===== config.mk =====
export PLATFORM = sky130hd
export DESIGN_NAME = ram_copy_engine
export DESIGN_NICKNAME = d
export VERILOG_FILES = /design/src/rtl/ram_copy_engine.sv
export SDC_FILE = /design/constraint.sdc
export NUM_CORES = 1
export LEC_CHECK = 0
export CAP_MARGIN = 20
export CORE_MARGIN = 4
export CORE_UTILIZATION = 54
export CTS_BUF_LIST = sky130_fd_sc_hd__clkbuf_4 sky130_fd_sc_hd__clkbuf_8
export DETAILED_ROUTE_END_ITERATION = 7
export PLACE_DENSITY = 0.83
export SLEW_MARGIN = 5
export SYNTH_ARGS = -nofsm -noshare
export SYNTH_HDL_FRONTEND = slang
export SYNTH_SLANG_ARGS = --single-unit

===== constraint.sdc =====
create_clock -name clk -period 3.1 [get_ports clk]
set_clock_uncertainty 0.1 [all_clocks]
set_input_delay 0.465 -clock clk [delete_from_list [all_inputs] [get_ports clk]]
set_output_delay 0.465 -clock clk [all_outputs]
set_load 0.02 [all_outputs]

===== src/rtl/ram_copy_engine.sv =====
// ram_copy_engine
//   Word-copy DMA master for the 2 KiB byte-addressed RAM (8 banks x 256 B,
//   big-endian words, registered read data). On start it reads word_count
//   32-bit words from src_addr and writes them to dst_addr in ascending order,
//   one word every three cycles (read, capture, write).
//
//   Optional feature macro: CHECKSUM_EN adds a 32-bit running sum of every
//   word read during the transfer.
//
// Ports
//   clk          in   clock, rising edge
//   rst          in   synchronous reset, active low
//   start        in   transfer request, sampled only in IDLE
//   src_addr     in   [10:0] source byte address (word aligned)
//   dst_addr     in   [10:0] destination byte address (word aligned)
//   word_count   in   [9:0]  number of words, 0..512
//   busy         out  high in RD, CAP, WR
//   done         out  one-cycle pulse at the end of every accepted start
//   error        out  sticky command-rejected flag, cleared by next start
//   ram_writeEn  out  RAM write enable
//   ram_addy     out  [10:0] RAM byte address
//   ram_wdata    out  [31:0] RAM write data
//   ram_rdata    in   [31:0] RAM read data, valid one cycle after address
//   checksum     out  [31:0] sum of copied words (CHECKSUM_EN only)
//
// state | meaning
// IDLE  | waiting for start
// RD    | present source address to the RAM
// CAP   | RAM read data valid; capture it
// WR    | write captured word to destination, advance pointers
// DONE  | one-cycle completion pulse

module ram_copy_engine (
    input  logic        clk,
    input  logic        rst,
    input  logic        start,
    input  logic [10:0] src_addr,
    input  logic [10:0] dst_addr,
    input  logic [9:0]  word_count,
    output logic        busy,
    output logic        done,
    output logic        error,
    output logic        ram_writeEn,
    output logic [10:0] ram_addy,
    output logic [31:0] ram_wdata,
    input  logic [31:0] ram_rdata
`ifdef CHECKSUM_EN
    ,
    output logic [31:0] checksum
`endif
);

    typedef enum logic [2:0] {
        S_IDLE = 3'd0,
        S_RD   = 3'd1,
        S_CAP  = 3'd2,
        S_WR   = 3'd3,
        S_DONE = 3'd4
    } state_t;

    state_t      state, state_nxt;

    logic [10:0] cur_src;
    logic [10:0] cur_dst;
    logic [9:0]  remaining;
    logic [31:0] data_q;
    logic [10:0] addy_q;
    logic [31:0] wdata_q;

    // End addresses evaluated at 13 bits so 4*1023 + 2047 cannot wrap.
    logic [12:0] src_end;
    logic [12:0] dst_end;
    logic        cmd_bad;

    assign src_end = {2'b00, src_addr} + {1'b0, word_count, 2'b00};
    assign dst_end = {2'b00, dst_addr} + {1'b0, word_count, 2'b00};
    assign cmd_bad = (src_addr[1:0] != 2'b00) || (dst_addr[1:0] != 2'b00) ||
                     (src_end > 13'd2048) || (dst_end > 13'd2048);

    always_ff @(posedge clk) begin
        if (!rst) begin
            state <= S_IDLE;
        end else begin
            state <= state_nxt;
        end
    end

    always_comb begin
        state_nxt = state;
        case (state)
            S_IDLE: begin
                if (start) begin
                    if (cmd_bad || (word_count == 10'd0)) begin
                        state_nxt = S_DONE;
                    end else begin
                        state_nxt = S_RD;
                    end
                end
            end
            S_RD:   state_nxt = S_CAP;
            S_CAP:  state_nxt = S_WR;
            S_WR:   state_nxt = (remaining == 10'd1) ? S_DONE : S_RD;
            S_DONE: state_nxt = S_IDLE;
            default: state_nxt = S_IDLE;
        endcase
    end

    // Outside RD/CAP/WR the RAM port holds whatever it last drove, which is
    // tracked by addy_q/wdata_q.
    always_comb begin
        busy        = 1'b0;
        done        = 1'b0;
        ram_writeEn = 1'b0;
        ram_addy    = addy_q;
        ram_wdata   = wdata_q;
        case (state)
            S_RD, S_CAP: begin
                busy     = 1'b1;
                ram_addy = cur_src;
            end
            S_WR: begin
                busy        = 1'b1;
                ram_writeEn = 1'b1;
                ram_addy    = cur_dst;
                ram_wdata   = data_q;
            end
            S_DONE: begin
                done = 1'b1;
            end
            default: begin
            end
        endcase
    end

    always_ff @(posedge clk) begin
        if (!rst) begin
            cur_src   <= '0;
            cur_dst   <= '0;
            remaining <= '0;
            data_q    <= '0;
            addy_q    <= '0;
            wdata_q   <= '0;
            error     <= 1'b0;
        end else begin
            addy_q  <= ram_addy;
            wdata_q <= ram_wdata;
            case (state)
                S_IDLE: begin
                    if (start) begin
                        cur_src   <= src_addr;
                        cur_dst   <= dst_addr;
                        remaining <= word_count;
                        error     <= cmd_bad;
                    end
                end
                S_CAP: begin
                    data_q <= ram_rdata;
                end
                S_WR: begin
                    cur_src   <= cur_src + 11'd4;
                    cur_dst   <= cur_dst + 11'd4;
                    remaining <= remaining - 10'd1;
                end
                default: begin
                end
            endcase
        end
    end

`ifdef CHECKSUM_EN
    always_ff @(posedge clk) begin
        if (!rst) begin
            checksum <= '0;
        end else if ((state == S_IDLE) && start) begin
            checksum <= '0;
        end else if (state == S_CAP) begin
            checksum <= checksum + ram_rdata;
        end
    end
`endif

endmodule


### Word level (Yosys, flattened, before mapping)

Cells that the tools add are included.

| word-level totals | value |
|---|---|
| output and inout port bits | 47 |
| input port bits | 67 |
| logic and storage cells | 49 |
| register bits after elaboration | 111 |

| operators by class | value |
|---|---|
| magnitude comparators | 2 |
| $add $sub $neg | 5 |
| muxes and demuxes | 15 |
| equality and inequality tests | 6 |
| reduce and logical (&&, ||, !) cells | 13 |

Operators with widths:

| operator | count |
|---|---|
| $pmux W11 S2 | 3 |
| $mux W32 | 1 |
| $add A11 B12 Y13 | 2 |
| $gt A13 B12 Y1 const B | 2 |
| $add A11 B3 Y11 const B | 2 |
| $mux W11 | 2 |
| $pmux W10 S2 | 1 |
| $pmux W3 S4 | 1 |
| $eq A10 B1 Y1 const B | 1 |
| $logic_not A10 Y1 | 1 |
| $mux W10 | 1 |
| $sub A10 B1 Y10 const B | 1 |
| $mux W3 | 3 |
| $eq A3 B2 Y1 const B | 2 |
| $reduce_bool A2 Y1 | 3 |
| $logic_or A1 B1 Y1 | 4 |
| $reduce_and A2 Y1 | 2 |
| $eq A3 B1 Y1 const B | 1 |
| $eq A3 B3 Y1 const B | 1 |
| $logic_not A3 Y1 | 1 |
| $mux W1 | 3 |
| $reduce_or A3 Y1 | 1 |
| $ne A2 B2 Y1 const B | 1 |
| $reduce_or A2 Y1 | 1 |

### Logic depth before layout (Yosys ltp)

| depth | value |
|---|---|
| depth in word-level cells | 8 |
| mapped depth | 11 |
| depth with buffers taken out | 11 |

### Worst setup path before layout

Ideal clock, no wire load.

| timing | value |
|---|---|
| kind | input to register |
| start | in dst_addr[2] |
| end | reg error |
| data required time | 2.868 ns |
| arrival | 2.442 ns |
| cell stages on the path | 10 |
| slack | 0.425 ns |
| library setup time | 0.132 ns |
| cell sequence | ha_1 inv_1 fa_1 nor4b_1 o221ai_1 a2111o_1 nor3_2 a221oi_1 o31ai_2 a21oi_1 |

| between the ends | value |
|---|---|
| word-level cells in the longest chain between the ends | 3 |

Ends and longest elaborated chain:

| what | line | RTL |
|---|---|---|
| start, declared | 38 | `input logic [10:0] dst_addr,` |
| $add A11 B12 Y13 | 76 | `assign dst_end = {2'b00, dst_addr} + {1'b0, word_count, 2'b00};` |
| $gt A13 B12 Y1 | 78 | `(src_end > 13'd2048) \|\| (dst_end > 13'd2048);` |
| $logic_or A1 B1 Y1 | 78 |  |
| end signal, assigned | 153 | `error <= cmd_bad;` |
| end, declared | 42 | `output logic error,` |

Every way passes these cells.
A chain may end at the register's enable or synchronous reset.

### Worst setup path after layout

Ends and elaborated chain as after synthesis.

==> metrics.md <==
| Metric | Value |
|---|---|
| Count of distinct cell types in the synthesized netlist | `between 60 and 70` |
| Combined area of the multi-input logic cells | `roughly 3300 um2` |
| Max-slew headroom at the worst pin | `0.606` |
| Chip width | `between 100 and 150 um` |
| Number of buffers created by CTS | `9` |
| Layout area overhead | `31.3%` |
| Slew at the pin closest to its max-slew limit | `about 600 ps` |
| Number of cells in the design after placement | `1,018` |
| Number of antenna violations at the first check in global routing | `0` |
| Library cell occupying the most area in the post-synthesis netlist | `sky130_fd_sc_hd__dfxtp_1` |
| H-Tree Depth | `3` |
| Clock transition at path regs | `roughly 100 ps` |
| Vertical die dimension | `around 110 um` |
| Mean cell area of the mapped netlist | `about 7.5 um2` |
| Sequential cell area | `around 2200 um2` |
| Dominant register cell in the synthesized netlist | `sky130_fd_sc_hd__dfxtp_1` |
| Synth area leaders | `sky130_fd_sc_hd__dfxtp_1, sky130_fd_sc_hd__nand2_1, sky130_fd_sc_hd__a21oi_1, sky130_fd_sc_hd__ha_1, sky130_fd_sc_hd__nor2_1` |
| Number of warnings issued by yosys | `0` |
| Worst Slack Setup Final | `a little under 100 ps` |
| Antenna Nets Post-Route | `0` |
| Filler cell count in the final layout | `~800` |
| Maximum achievable frequency | `~330 MHz` |
| Ranking of synthesized cells by instance count | `sky130_fd_sc_hd__nand2_1, sky130_fd_sc_hd__dfxtp_1, sky130_fd_sc_hd__a21oi_1, sky130_fd_sc_hd__nor2_1, sky130_fd_sc_hd__clkbuf_1` |
| Category of the most critical setup path | `in2reg` |
| Via count of the first global-routing pass | `~5.8k` |
| Number of nets in the layout | `roughly 990` |
| Total count of max-transition violations in the final report | `0` |
| Final core utilization | `0.725` |
| Reported max-cap violation count | `0` |
| Run status | `finished, final reports clean` |
| Via density per instance | `about 5.8` |
| Clock net sink count | `111` |
| Hold slack final | `approximately 360 ps` |
| Nature of the critical path endpoint | `register` |
| All-Layer GR Usage | `0.268` |
| Number of port buffers | `around 110` |
| Register-to-Register Path Depth | `9` |
| Most repeated cell in the gate-level netlist after synthesis | `sky130_fd_sc_hd__nand2_1` |
| Starting density of the core | `0.552` |
| Count of inserted antenna diode cells | `0` |
| Count of pins on the block boundary | `114` |
| Number of nets in the synthesized netlist | `853` |
| Final Instance Count excl. Fillers | `between 1k and 1.5k` |
| Pre-CTS worst setup slack | `-455 ps` |
| Final routed DRC violation total | `0` |
| First-pass iteration count of the detailed router | `7` |
| Global-route wire length before repair | `roughly 27,000 um` |
| WP buf/inv | `2` |
| Final setup violation count | `0` |
| CTS root buffer | `sky130_fd_sc_hd__clkbuf_8` |
| Share of the synthesized area in the top cell type | `0.390` |
| Vias after detailed routing | `5,949` |
| Worst min-delay path category | `reg2reg` |
| Data arrival time of the critical path | `~3200 ps` |
| Endpoint required time on the critical path | `3260 ps` |
| Overflow after GRT | `0` |
| Share of flip-flops with an asynchronous set or reset after synthesis | `0` |
| Logic depth of the worst setup path including buffers | `11` |
| Cell leakage power | `2.96 nW` |
| Number of enable-type register cells in the synthesized netlist | `0` |
| Tcrit/Tclk final | `0.969` |
| Hold Path Stages | `2` |
| Cell-by-cell trace of the critical path | `clkdlybuf4s50_1 > ha_1 > inv_1 > fa_1 > nor4b_4 > o221ai_1 > a2111o_1 > nor3_2 > a221oi_1 > o31ai_2 > a21oi_1` |
| Kind of cell with the highest combined delay on the critical path | `compound AO/OA/AOI/OAI gates` |
| Sum of net half-perimeters after detailed placement | `about 13,000 um` |
| Maximum root-to-sink buffer count | `2` |
| Area of the die | `approximately 12,000 um2` |
| Final critical delay including setup and external delays | `roughly 3000 ps` |
| Area of the core region | `just over 10,000 um2` |
| Count of state elements after synthesis | `roughly 110` |
| Maximum number of pins on one net before global-route repair | `43` |
| Number of placement rows | `37` |
| Critical path launch point type | `primary input` |
| Worst path max stage delay | `around 500 ps` |
| Iteration-0 DRC count of the detailed router | `~520` |
| Clock Latency Late Sink | `380 ps` |
| Max stage delay cell, worst path | `sky130_fd_sc_hd__clkdlybuf4s50_1` |
| GP Congestion | `a little under 0.9` |
| Cells after Synth | `between 700 and 800` |
| Summed negative setup slack over all endpoints | `0 ps` |
| Power per cell area | `~390 nW/um2` |
| Share of layout cells above drive strength 1 | `0.0980` |
| Critical path fanouts, max | `3` |
| Sequential area share after synthesis | `0.390` |
| Max rail drop VDD | `between 0.3 and 0.4 mV` |
| Count of final hold-check violations | `0` |
| Clock tree from TritonCTS | `yes` |
| Post-synthesis instance area | `about 5700 um2` |
| Overall routed net length | `about 17,000 um` |
| Unrepaired setup endpoints after global routing | `false` |
| Average wire per cell in the routed design | `~16 um` |
==> through the flow <==
step / instance area, um2 / power (mW)
6_report: 7480 / 2.90
3_5_place_dp: 7220 / 2.02
2_1_floorplan: 5700 / 1.78
5_1_grt: 7480 / 3.02
4_1_cts: 7430 / 2.89
3_3_place_gp: 7220 / 2.01
==> state kept, by name, summed over array words and instances, names as in the netlist <==
register / flops
addy_q: 11
state: 3
cur_src: 11
wdata_q: 32
error: 1
cur_dst: 11
remaining: 10
data_q: 32
==> routing by layer <==
layer,share of wire,global-route usage
met1,0.42,0.330
met2,0.49,0.458
met3,0.059,0.0595
met4,0.030,0.0993
met5,0,0
==> cell families after synthesis <==
kind of cell               share of synthesized area
muxes                                         0.0176
and+or+nand+nor                                0.263
buffers and inverters                         0.0411
xor gates and xnor gates                      0.0108
AOI/OAI and AO/OA                              0.222
DFF                                            0.390
adders and majority gates                     0.0553
==> path summary, 6_finish.rpt <==
kind	slack (ps)	startpoint	end
worst max-delay path	100	dst_addr[2]	error
worst min-delay path	360	data_q[29]	data_q[29]
worst max register to register	460	state[0]	remaining[9]
worst min register to register	360	data_q[29]	data_q[29]
==> worst min-delay path: cells and delay by family (launching register included) <==
kind            cells  cell delay (ps)
compound gates      1               50
flops               1              320
simple gates        1               50
==> cell type report <==
cell class                      count  area share
Sequential cell                   111       0.297
Inverter                           16     0.00803
Multi-Input combinational cell    591       0.440
Clock inverter                      6      0.0107
Tap cell                          136      0.0227
Clock buffer                        9      0.0166
Timing Repair Buffer              165       0.205
==> placed cells by master, fill, tap and decap left out, types with 5 or more instances in the layout <==
cell	count
sky130_fd_sc_hd__and3_1	5
sky130_fd_sc_hd__a221oi_1	7
sky130_fd_sc_hd__nand3_1	15
sky130_fd_sc_hd__nor3_1	10
sky130_fd_sc_hd__a31oi_1	6
sky130_fd_sc_hd__clkdlybuf4s50_1	109
sky130_fd_sc_hd__o21ai_0	28
sky130_fd_sc_hd__a211oi_1	6
sky130_fd_sc_hd__a21o_1	7
sky130_fd_sc_hd__nor2_1	56
sky130_fd_sc_hd__dfxtp_1	110
sky130_fd_sc_hd__nand2_1	195
sky130_fd_sc_hd__buf_4	51
sky130_fd_sc_hd__o21ai_1	5
sky130_fd_sc_hd__and2_1	12
sky130_fd_sc_hd__nor2b_1	5
sky130_fd_sc_hd__clkbuf_8	9
sky130_fd_sc_hd__a311oi_1	5
sky130_fd_sc_hd__nor4_1	10
sky130_fd_sc_hd__a21oi_1	109
sky130_fd_sc_hd__ha_1	21
sky130_fd_sc_hd__inv_1	13
sky130_fd_sc_hd__nand2b_1	5
sky130_fd_sc_hd__mux2i_1	10
sky130_fd_sc_hd__o21a_1	5
==> timing repair <==
| action | 4_1_cts | 5_1_grt |
|---|---|---|
| setup endpoints to repair | 17 | 12 |
| resized for setup | 2 | 11 |
| buffers inserted | 0 | 1 |
| pin swaps | 1 | 4 |
| hold buffers | 0 | 0 |
==> where the power goes <==
part	total, mW	leakage [nW]	internal, mW	switching (mW)
clock	0.889	0.0991	0.383	0.506
sequential	1.50	0.901	1.46	0.0419
combinational	0.507	1.96	0.252	0.255
total	2.90	2.96	2.09	0.803
No activity file was read; power rests on OpenSTA's default activity.
